===== src/rtl/blt_bus_responder.sv =====
// Bus-side responder for the SC1 blitter: halts the 6809, grants the bus on
// an E-clock boundary, and services blitter RAM reads/writes with wait states.
module blt_bus_responder #(
    parameter int WAIT_STATES = 1
) (
    input  logic        clk,
    input  logic        reset,
    input  logic        e_sync,
    input  logic        cpu_ba,
    output logic        cpu_halt,
    input  logic        halt,
    output logic        halt_ack,
    input  logic        read,
    input  logic        write,
    input  logic [15:0] blt_address_out,
    input  logic [7:0]  blt_data_out,
    input  logic        en_upper,
    input  logic        en_lower,
    output logic        blt_ack,
    output logic [7:0]  blt_data_in,
    output logic [15:0] mem_address,
    output logic [7:0]  mem_data_out,
    output logic [1:0]  mem_nibble_we,
    output logic        mem_oe,
    input  logic [7:0]  mem_data_in
);

    typedef enum logic [2:0] {
        ST_IDLE    = 3'd0,
        ST_REQ     = 3'd1,
        ST_GRANT   = 3'd2,
        ST_ACCESS  = 3'd3,
        ST_ACK     = 3'd4,
        ST_RELEASE = 3'd5
    } state_t;

    localparam logic [2:0] LAST_CNT = 3'(WAIT_STATES);

    state_t      state_r, state_s;
    logic [2:0]  cnt_r, cnt_s;
    logic [15:0] addr_r, addr_s;
    logic [7:0]  data_r, data_s;
    logic [1:0]  mask_r, mask_s;
    logic        wr_r, wr_s;
    logic [7:0]  rdata_s;
    logic        cpu_halt_s, halt_ack_s, blt_ack_s, mem_oe_s;
    logic [1:0]  nibble_we_s;
    logic [15:0] mem_address_s;
    logic [7:0]  mem_data_out_s;

    // Next state, request latching on entry to ACCESS, read-data capture
    always_comb begin
        state_s = state_r;
        cnt_s   = cnt_r;
        addr_s  = addr_r;
        data_s  = data_r;
        mask_s  = mask_r;
        wr_s    = wr_r;
        rdata_s = blt_data_in;
        case (state_r)
            ST_IDLE: begin
                if (halt) state_s = ST_REQ;
                else      state_s = ST_IDLE;
            end
            ST_REQ: begin
                if (!halt)                 state_s = ST_RELEASE;
                else if (e_sync && cpu_ba) state_s = ST_GRANT;
                else                       state_s = ST_REQ;
            end
            ST_GRANT: begin
                if (read || write) begin
                    state_s = ST_ACCESS;
                    cnt_s   = 3'd0;
                    addr_s  = blt_address_out;
                    data_s  = blt_data_out;
                    mask_s  = {en_upper, en_lower};
                    wr_s    = write;
                end else if (!halt) begin
                    state_s = ST_RELEASE;
                end else begin
                    state_s = ST_GRANT;
                end
            end
            ST_ACCESS: begin
                if (cnt_r == LAST_CNT) begin
                    state_s = ST_ACK;
                    cnt_s   = 3'd0;
                    if (!wr_r) rdata_s = mem_data_in;
                    else       rdata_s = blt_data_in;
                end else begin
                    state_s = ST_ACCESS;
                    cnt_s   = cnt_r + 3'd1;
                end
            end
            ST_ACK: begin
                if (halt) state_s = ST_GRANT;
                else      state_s = ST_RELEASE;
            end
            ST_RELEASE: begin
                // Bus must be back with the CPU before a new halt is accepted
                if (!cpu_ba) state_s = ST_IDLE;
                else         state_s = ST_RELEASE;
            end
            default: state_s = ST_IDLE;
        endcase
    end

    // Outputs decoded from the upcoming state so every output leaves a flop
    always_comb begin
        cpu_halt_s     = 1'b0;
        halt_ack_s     = 1'b0;
        blt_ack_s      = 1'b0;
        mem_oe_s       = 1'b0;
        nibble_we_s    = 2'b00;
        mem_address_s  = 16'h0000;
        mem_data_out_s = 8'h00;
        case (state_s)
            ST_REQ: begin
                cpu_halt_s = 1'b1;
            end
            ST_GRANT: begin
                cpu_halt_s = 1'b1;
                halt_ack_s = 1'b1;
            end
            ST_ACCESS: begin
                cpu_halt_s    = 1'b1;
                halt_ack_s    = 1'b1;
                mem_address_s = addr_s;
                if (wr_s) begin
                    nibble_we_s    = mask_s;
                    mem_data_out_s = data_s;
                end else begin
                    mem_oe_s = 1'b1;
                end
            end
            ST_ACK: begin
                cpu_halt_s = 1'b1;
                halt_ack_s = 1'b1;
                blt_ack_s  = 1'b1;
            end
            default: begin
                cpu_halt_s = 1'b0;
            end
        endcase
    end

    // State, access latches and output registers
    always_ff @(posedge clk or posedge reset) begin
        if (reset) begin
            state_r       <= ST_IDLE;
            cnt_r         <= 3'd0;
            addr_r        <= 16'h0000;
            data_r        <= 8'h00;
            mask_r        <= 2'b00;
            wr_r          <= 1'b0;
            cpu_halt      <= 1'b0;
            halt_ack      <= 1'b0;
            blt_ack       <= 1'b0;
            blt_data_in   <= 8'h00;
            mem_address   <= 16'h0000;
            mem_data_out  <= 8'h00;
            mem_nibble_we <= 2'b00;
            mem_oe        <= 1'b0;
        end else begin
            state_r       <= state_s;
            cnt_r         <= cnt_s;
            addr_r        <= addr_s;
            data_r        <= data_s;
            mask_r        <= mask_s;
            wr_r          <= wr_s;
            cpu_halt      <= cpu_halt_s;
            halt_ack      <= halt_ack_s;
            blt_ack       <= blt_ack_s;
            blt_data_in   <= rdata_s;
            mem_address   <= mem_address_s;
            mem_data_out  <= mem_data_out_s;
            mem_nibble_we <= nibble_we_s;
            mem_oe        <= mem_oe_s;
        end
    end

endmodule


===== config.mk =====
export PLATFORM = sky130hd
export DESIGN_NAME = blt_bus_responder
export DESIGN_NICKNAME = d
export VERILOG_FILES = /design/src/rtl/blt_bus_responder.sv
export SDC_FILE = /design/constraint.sdc
export NUM_CORES = 1
export LEC_CHECK = 0
export CORE_ASPECT_RATIO = 0.75
export CORE_MARGIN = 3
export CORE_UTILIZATION = 50
export DETAILED_ROUTE_END_ITERATION = 12
export HOLD_SLACK_MARGIN = 0.08
export PLACE_DENSITY_LB_ADDON = 0.12
export SETUP_SLACK_MARGIN = 0.4
export SLEW_MARGIN = 20
export SYNTH_ARGS = -nofsm -noshare
export SYNTH_HDL_FRONTEND = slang
export SYNTH_SLANG_ARGS = --single-unit

===== constraint.sdc =====
create_clock -name clk -period 4.6 [get_ports clk]
set_input_delay 0.92 -clock clk [delete_from_list [all_inputs] [get_ports clk]]
set_output_delay 0.92 -clock clk [all_outputs]
set_load 0.02 [all_outputs]

# ---- After elaboration in Yosys (flattened, before gate mapping)
# Cells that the tools add are included.
dict set report classes {
  add_sub_neg 1
  n_eq_ne 11
  n_bitwise 1
  n_mux 29
  reduce_logical 8
}
# op n
set op_table {}
lappend op_table {{$mux 16} 3}
lappend op_table {{$mux 8} 4}
lappend op_table {{$mux 3} 7}
lappend op_table {{$pmux 3 s6} 1}
lappend op_table {{$eq 3x2->1 const B} 4}
lappend op_table {{$mux 2} 5}
lappend op_table {{$eq 3x1->1 const B} 3}
lappend op_table {{$eq 3x3->1 const B} 3}
lappend op_table {{$mux 1} 8}
lappend op_table {{$pmux 3 s2} 1}
lappend op_table {{$reduce_or 4->1} 1}
lappend op_table {{$add 3x1->3 const B} 1}
lappend op_table {{$logic_not 3->1} 1}
lappend op_table {{$reduce_and 3->1} 1}
lappend op_table {{$reduce_or 3->1} 1}
lappend op_table {{$ne 2x2->1 const B} 1}
lappend op_table {{$reduce_and 2->1} 1}
lappend op_table {{$reduce_bool 2->1} 1}
lappend op_table {{$logic_and 1x1->1} 1}
lappend op_table {{$logic_or 1x1->1} 1}
lappend op_table {{$not 1->1} 1}
dict set report word_totals {
  elab_cells 64
  output_inout_bits 38
  reg_bits 71
}

# ---- Logic depth before layout (Yosys ltp)
# Gate-level depths: netlist (run 1).
dict set report logic_depth {
  ltp_word 7
  mapped_depth 6
  depth_no_buf 4
}

# ---- Worst setup path after synthesis (run 1)
# OpenSTA, ideal clock, no wires.
dict set report synth_path {
  path_kind {input-to-reg}
  startpoint {input port write}
  endpoint {register mem_address[3]}
  path_stages 5
  t_arrival_ns 1.947
  setup_slack_ns 2.535
  setup_time_ns 0.118
  cell_sequence {nor2_1 > nor2_8 > buf_6 > mux2_1 > and2b_1}
}
# element line
set synth_rtl {}
lappend synth_rtl {{from (decl)} 14} ;# input logic write,
lappend synth_rtl {{$logic_or 1x1->1} 71} ;# if (read || write) begin
lappend synth_rtl {{$mux 16} 71}
lappend synth_rtl {{$mux 16} 60} ;# case (state_r)
lappend synth_rtl {{net addr_s[3]} 41} ;# logic [15:0] addr_r, addr_s;
lappend synth_rtl {{$mux 16} 117} ;# case (state_s)
lappend synth_rtl {{net mem_address_s[3]} 48} ;# logic [15:0] mem_address_s;
lappend synth_rtl {{to (signal assigned)} 175} ;# mem_address <= mem_address_s;
lappend synth_rtl {{to (decl)} 21} ;# output logic [15:0] mem_address,
# The timed path passes the listed nets, and every way through them passes these cells.
# A chain may end at the register's enable or synchronous reset.

# ---- Worst setup path in the final report (run 1)
dict set report layout_path {
  startpoint {input port write}
  endpoint {register mem_address[3]}
}
dict set report layout_via {
  elab_chain_len 5
}
# element line
set layout_rtl {}
lappend layout_rtl {{$logic_or 1x1->1 (*)} 71}
lappend layout_rtl {{$mux 3} 71}
lappend layout_rtl {{$pmux 3 s6} 60}
lappend layout_rtl {{$eq 3x2->1} 117}
lappend layout_rtl {{$mux 16 (*)} 117}
lappend layout_rtl {{net mem_address_s[3]} 48}
# Mark *: on every way through the listed nets, which the timed path passes. The rest lies on a longest branch.

==> results of run 1 <==
## synth_stat cells, types with 2 or more instances
library cell	number	area (sq um)
a21oi_1	2	10.0
a31oi_1	2	12.5
and2b_1	12	90.1
buf_6	3	33.8
clkbuf_1	2	7.51
dfrtp_1	71	1780
inv_1	5	18.8
mux2_1	2	22.5
mux2_2	24	270
mux2_4	8	120
nand2_1	6	22.5
nand2b_1	4	25.0
nand4b_1	2	17.5
nor2_1	5	18.8
nor2_2	2	12.5
nor2b_1	14	87.6
nor3b_1	2	15.0
o21ai_0	5	25.0
## cells by family after synthesis
kind of cell	Yosys count	share of synthesized area (%)
AND/OR/NAND/NOR	55	13.4
multiplexers	34	15.1
flip-flops	71	65.0
buffers and inverters	12	2.65
AO/OA/AOI/OAI	15	3.57
XOR/XNOR	1	0.320
## metal layers
metal,up-vias,part of all wire (%)
met4,0,1.1
met1,836,47
met2,66,45
li1,799,-
met5,-,0
met3,5,7.0
## registers in the layout, indices dropped and copies added (netlist names)
signal / count
addr_r: 16
blt_ack: 1
blt_data_in: 8
cnt_r: 3
cpu_halt: 1
data_r: 8
halt_ack: 1
mask_r: 2
mem_address: 16
mem_data_out: 8
mem_nibble_we: 2
mem_oe: 1
state_r: 3
wr_r: 1
## final timing paths
check / from / end / slack, ps / depth (start not counted)
setup / recovery: write / mem_address[3] / 2050 / 5
hold / removal: addr_r[5] / addr_r[5] / 480 / 1
setup reg to reg: state_r[0] / mem_nibble_we[1] / 2450 / 4
hold reg to reg: addr_r[5] / addr_r[5] / 480 / 1
max in group asynchronous: reset / cnt_r[1] / 2770 / 3
min in group asynchronous: reset / mem_address[3] / 870 / 2
## area by class of cell
type / instances / area [sq um] / share of cell area (%)
Multi-Input combinational cell: 105 / 885 / 23.5
Sequential cell: 71 / 1780 / 47.2
Tap cell: 72 / 90.1 / 2.39
Clock buffer: 10 / 138 / 3.66
Inverter: 5 / 18.8 / 0.499
Timing Repair Buffer: 79 / 788 / 20.9
Clock inverter: 6 / 67.6 / 1.80
## where the power goes
group          leakage, nW  internal (mW)  switching (mW)
combinational        0.699          0.411           0.338
sequential           0.920          0.846           0.104
clock               0.0989          0.267           0.229
## stage by stage
stage / instance area [sq um] / utilization, % / hold slack (ps)
after global placement: 3560 / 69.9 / 460
after global routing: 3760 / 73.9 / 504
after CTS: 3760 / 73.9 / 494
after floorplan: 2730 / - / 449
final: 3760 / 73.9 / 484
after detailed placement: 3560 / 69.9 / 477
==> results.yml, run 1 <==
outcome:
  outcome: "finished, final reports clean"
cts:
  cts_buffers: 9
  cts_setup_buffers: 0
  cts_tree: "yes"
  clk_latency_ps: 340
  clock_sinks: 71
  post_cts_resized: 0
  h-tree-depth: 3
  clockBufferDepth: 2
  root_buffer: "clkbuf_8"
  ctsHoldBuffers: 0
  clk_pin_slew_ps: 70
placed_design:
  place_congestion: 0.791
  pre_cts_slack_ps: 1670
  dpl.cell_count: 332
  dpl.hpwl_um: 3640
  io_buffers: 78
route:
  drt_first_pass_iters: 4
  routedWlPerCell_um: 15.2
  drt_iter0_drc: 105
  vias_per_cell: 4.90
  vias: 1706
  drc: 0
  ant_nets: 0
  routed_wl_um: 5270
final_layout:
  final_common_cell: "clkdlybuf4s50_1"
  mostFrequentLayoutCells: "clkdlybuf4s50_1 (78), dfrtp_1 (71), mux2_2 (24), nor2b_1 (14), and2b_1 (12)"
  area_growth_syn_to_layout_pct: 37.7
  final_cells: 348
  layout-drive-gt1-share_pct: 19.9
  fillers: 339
  nets: 312
  diodes: 0
timing:
  relSlewSlack_pct: 57.9
  worstMarginPinSlew_ps: 631
  fin_crit_ps: 2550
  fin_skew_ps: 3.84
  setup_viol: 0
  hold_violations: 0
  timing.fmax_mhz: 392
  setup_tns_ps: 0
  timing.final.ws_setup_ps: 2050
  timing.final.crit_share_pct: 55.5
  rsz0062_at_grt: "no"
  maxSlewViolCount: 0
global_routing:
  grt_use_met2_pct: 25.4
  grt_max_degree: 54
  busiest_layer: "met2"
  grt_pass1_wl_um: 8690
  grt_use_met3_pct: 8.29
  grt.overflow.total: 0
  antenna_found_initial: 0
  use_met1_pct: 24.9
  grt_pass1_vias: 1723
  gr-usage-all-layers_pct: 18.0
synthesis:
  synth_fp_nets: 229
  ys_types: 35
  synthFlopType: "dfrtp_1"
  synthCells: 188
  netlist_area_sq_um: 2730
  async_flop_share_pct: 100
  yosysWarnings: 0
  synth-edff-count: 0
  yosysSeqAreaShare_pct: 65.0
  synth-seq-cells: 71
  syn_avg_cell_area_sq_um: 14.5
min_path:
  hp-class: "flip-flop to flip-flop"
setup_path:
  cp_data_arrival_time_ps: 2780
  crit_buf_inv: 1
  critical-path-max-stage-delay_ps: 530
  crit_family: "simple AND/OR/NAND/NOR gates"
  slowest_stage: "nor2_2"
  required_ps: 4830
  path_class: "input pin to flip-flop"
  start_kind: "input pin"
  cp-end-kind: "flip-flop"
  cp_cell_sequence: "clkdlybuf4s50_1 -> nor2_1 -> nor2_8 -> nor2_2 -> and2b_1"
  crit_fanout: 31
power:
  ir_worst_vdd_mv: 0.331
  p_total_mw: 2.19
  p_leak_nw: 1.72
  p_per_area_nw_per_um2: 583
floorplanning:
  fp.dieArea_sq_um: 6400
  start_util_pct: 53.7
  die-height_um: 70.0
  core_sq_um: 5090
  rows: 22
  io_pins: 79
  die_w_um: 91.4
run:
  cap_violations: 0
(Power assumes the default switching activity.)
==> run 2: changes to the inputs <==
--- a/config.mk
+++ b/config.mk
@@ -7,7 +7,7 @@
 export LEC_CHECK = 0
 export CORE_ASPECT_RATIO = 0.75
 export CORE_MARGIN = 3
-export CORE_UTILIZATION = 50
+export CORE_UTILIZATION = 42
 export DETAILED_ROUTE_END_ITERATION = 12
 export HOLD_SLACK_MARGIN = 0.08
 export PLACE_DENSITY_LB_ADDON = 0.12
==> constraint.sdc (replaced) <==
create_clock -name clk -period 2.3 [get_ports clk]
set_input_delay 0.46 -clock clk [delete_from_list [all_inputs] [get_ports clk]]
set_output_delay 0.46 -clock clk [all_outputs]
set_load 0.02 [all_outputs]
==> run 2 against run 1 <==
- non-clock buffer count grew 6
- power up 100%
- sequential share of layout area down 1.2 points
- routed wire length is 0.23% lower
- critical path depth down 1
- first-iteration DRC count down 30%
- die area grew 18%
- hold slack got worse by 5.2 ps
- worst setup slack got worse by 1600 ps
- via count rose by 0.70%
- critical path type is now flip-flop to flip-flop
==> results.yml, run 2 (synthesized netlist as in run 1, its figures left out) <==
route:
  drc: 0
  routedWlPerCell_um: 14.5
  vias: 1718
  drt_iter0_drc: 74
  vias_per_cell: 4.75
  routed_wl_um: 5260
  drt_first_pass_iters: 4
  ant_nets: 0
timing:
  rsz0062_at_grt: "yes"
  timing.final.crit_share_pct: 82.3
  timing.hold.ws_ps: 479
  maxSlewViolCount: 0
  timing.fmax_mhz: 529
  hold_violations: 0
  fin_skew_ps: 5.34
  relSlewSlack_pct: 65.9
  worstMarginPinSlew_ps: 511
  setup_viol: 0
  fin_crit_ps: 1890
  setup_tns_ps: 0
power:
  ir_worst_vdd_mv: 0.549
  power_frac_clock_pct: 21.6
  intPower_mw: 3.08
  p_comb_share_pct: 36.7
  switchingPower_mw: 1.35
  p_total_mw: 4.43
  seq_power_share_pct: 41.7
  p_per_area_nw_per_um2: 1150
  p_leak_nw: 1.75
  swShare_pct: 30.4
final_layout:
  layout-drive-gt1-share_pct: 22.5
  mostFrequentLayoutCells: "clkdlybuf4s50_1 (78), dfrtp_1 (71), mux2_2 (24), nor2b_1 (14), and2b_1 (12)"
  fin_area_sq_um: 3860
  nets: 320
  diodes: 0
  reg_top3: "addr_r x16, mem_address x16"
  final_common_cell: "clkdlybuf4s50_1"
  area_growth_syn_to_layout_pct: 41.2
setup_path:
  r2r_setup_slack_ps: 410
  cp-end-kind: "flip-flop"
  crit_fanout: 7
  path_class: "flip-flop to flip-flop"
  cp_data_arrival_time_ps: 2120
  reg2reg_depth: 4
  required_ps: 2530
  reg2reg_to: "mem_address[10]"
  r2r-start: "state_r[0]"
  start_kind: "flip-flop"
placed_design:
  dpl.hpwl_um: 3470
  io_buffers: 78
  placed_area_sq_um: 3630
  place_congestion: 0.721
cts:
  clock_sinks: 71
  ctsHoldBuffers: 0
  clk_latency_ps: 330
  cts_tree: "yes"
  cts_buffers: 9
  clockBufferDepth: 2
  clk_pin_slew_ps: 70
  h-tree-depth: 3
  root_buffer: "clkbuf_8"
floorplanning:
  fp.dieArea_sq_um: 7520
  io_pins: 79
  die-height_um: 75.9
  start_util_pct: 45.1
  die_w_um: 99.2
  core_sq_um: 6070
  rows: 24
outcome:
  outcome: "finished, final reports clean"
global_routing:
  grt.overflow.total: 0
  gr-usage-all-layers_pct: 15.0
  grt_pass1_vias: 1805
  grt_pass1_wl_um: 8600
  antenna_found_initial: 0
  grt_max_degree: 72
run:
  cap_violations: 0
min_path:
  holdPathEnd: "addr_r[5]"
  hp-class: "flip-flop to flip-flop"
  hold_path.startpoint: "addr_r[5]"
  hold_depth: 1
-- run 2: cell count changes in the layout (fill, tap and decap cells not counted) --
| cell | delta |
|---|---|
| buf_4 | +4 |
| nor2_2 | +1 |
| clkinv_2 | +1 |
| clkbuf_8 | -1 |
| clkinvlp_4 | +1 |
| inv_2 | -1 |
| nor2_4 | +2 |
| buf_12 | +2 |
| nor2_1 | -1 |
-- run 2: repair_timing --
| item | in CTS | in global routing |
|---|---|---|
| setup endpoints to repair | 26 | 25 |
| pin swaps | 2 | 1 |
| cloned | 1 | 1 |
| gates resized for setup | 1 | 1 |
| buffers inserted | 1 | 0 |
-- run 2: power by group through the flow --
stage	Combinational, mW	Clock, mW	Sequential [mW]
global placement	1.60	0	1.86
detailed placement	1.62	0	1.87
floorplan	0.838	0	2.04
global route	1.76	1.06	1.90
CTS	1.65	0.995	1.86
finish	1.63	0.956	1.85
-- run 2: per-stage QoR --
| step | setup slack, ps | std cells | util [%] |
|---|---|---|---|
| 2_1_floorplan | 560 | 188 | - |
| 3_3_place_gp | 32.4 | 343 | 59.9 |
| 3_5_place_dp | 4.62 | 343 | 59.9 |
| 4_1_cts | 346 | 361 | 63.5 |
| 5_1_grt | 352 | 362 | 63.7 |
| 6_report | 408 | 362 | 63.7 |
-- run 2: area by class of cell --
type | count | area (sq um)
multi-input combinational | 107 | 910
timing repair buffer | 85 | 858
tap | 78 | 97.6
inverter | 5 | 22.5
sequential | 71 | 1780
clock buffer | 9 | 124
fill | 487 | 2200
clock inverter | 7 | 72.6
-- run 2: worst max-delay path, cell delays in order (launching register included) --
cell and delay [ps]:
dfrtp_1 380, or3b_4 480, nor2_2 450, mux2_4 350
nor2b_1 130
-- run 2: routing by layer --
metal,up-vias,share of wire [%],global-route usage (%)
li1,819,-,-
met5,-,0,0
met1,839,48,20.4
met2,54,44,22.1
met3,6,6.9,6.22
met4,0,0.80,5.00
-- run 2: worst max path at each step --
stage,start,end
CTS,state_r[0],mem_address[13]
detailed placement,write,mem_address[2]
floorplan,state_r[1],mem_address[3]
global placement,read,mem_address[0]
finish,state_r[0],mem_address[10]
global route,state_r[0],mem_address[10]
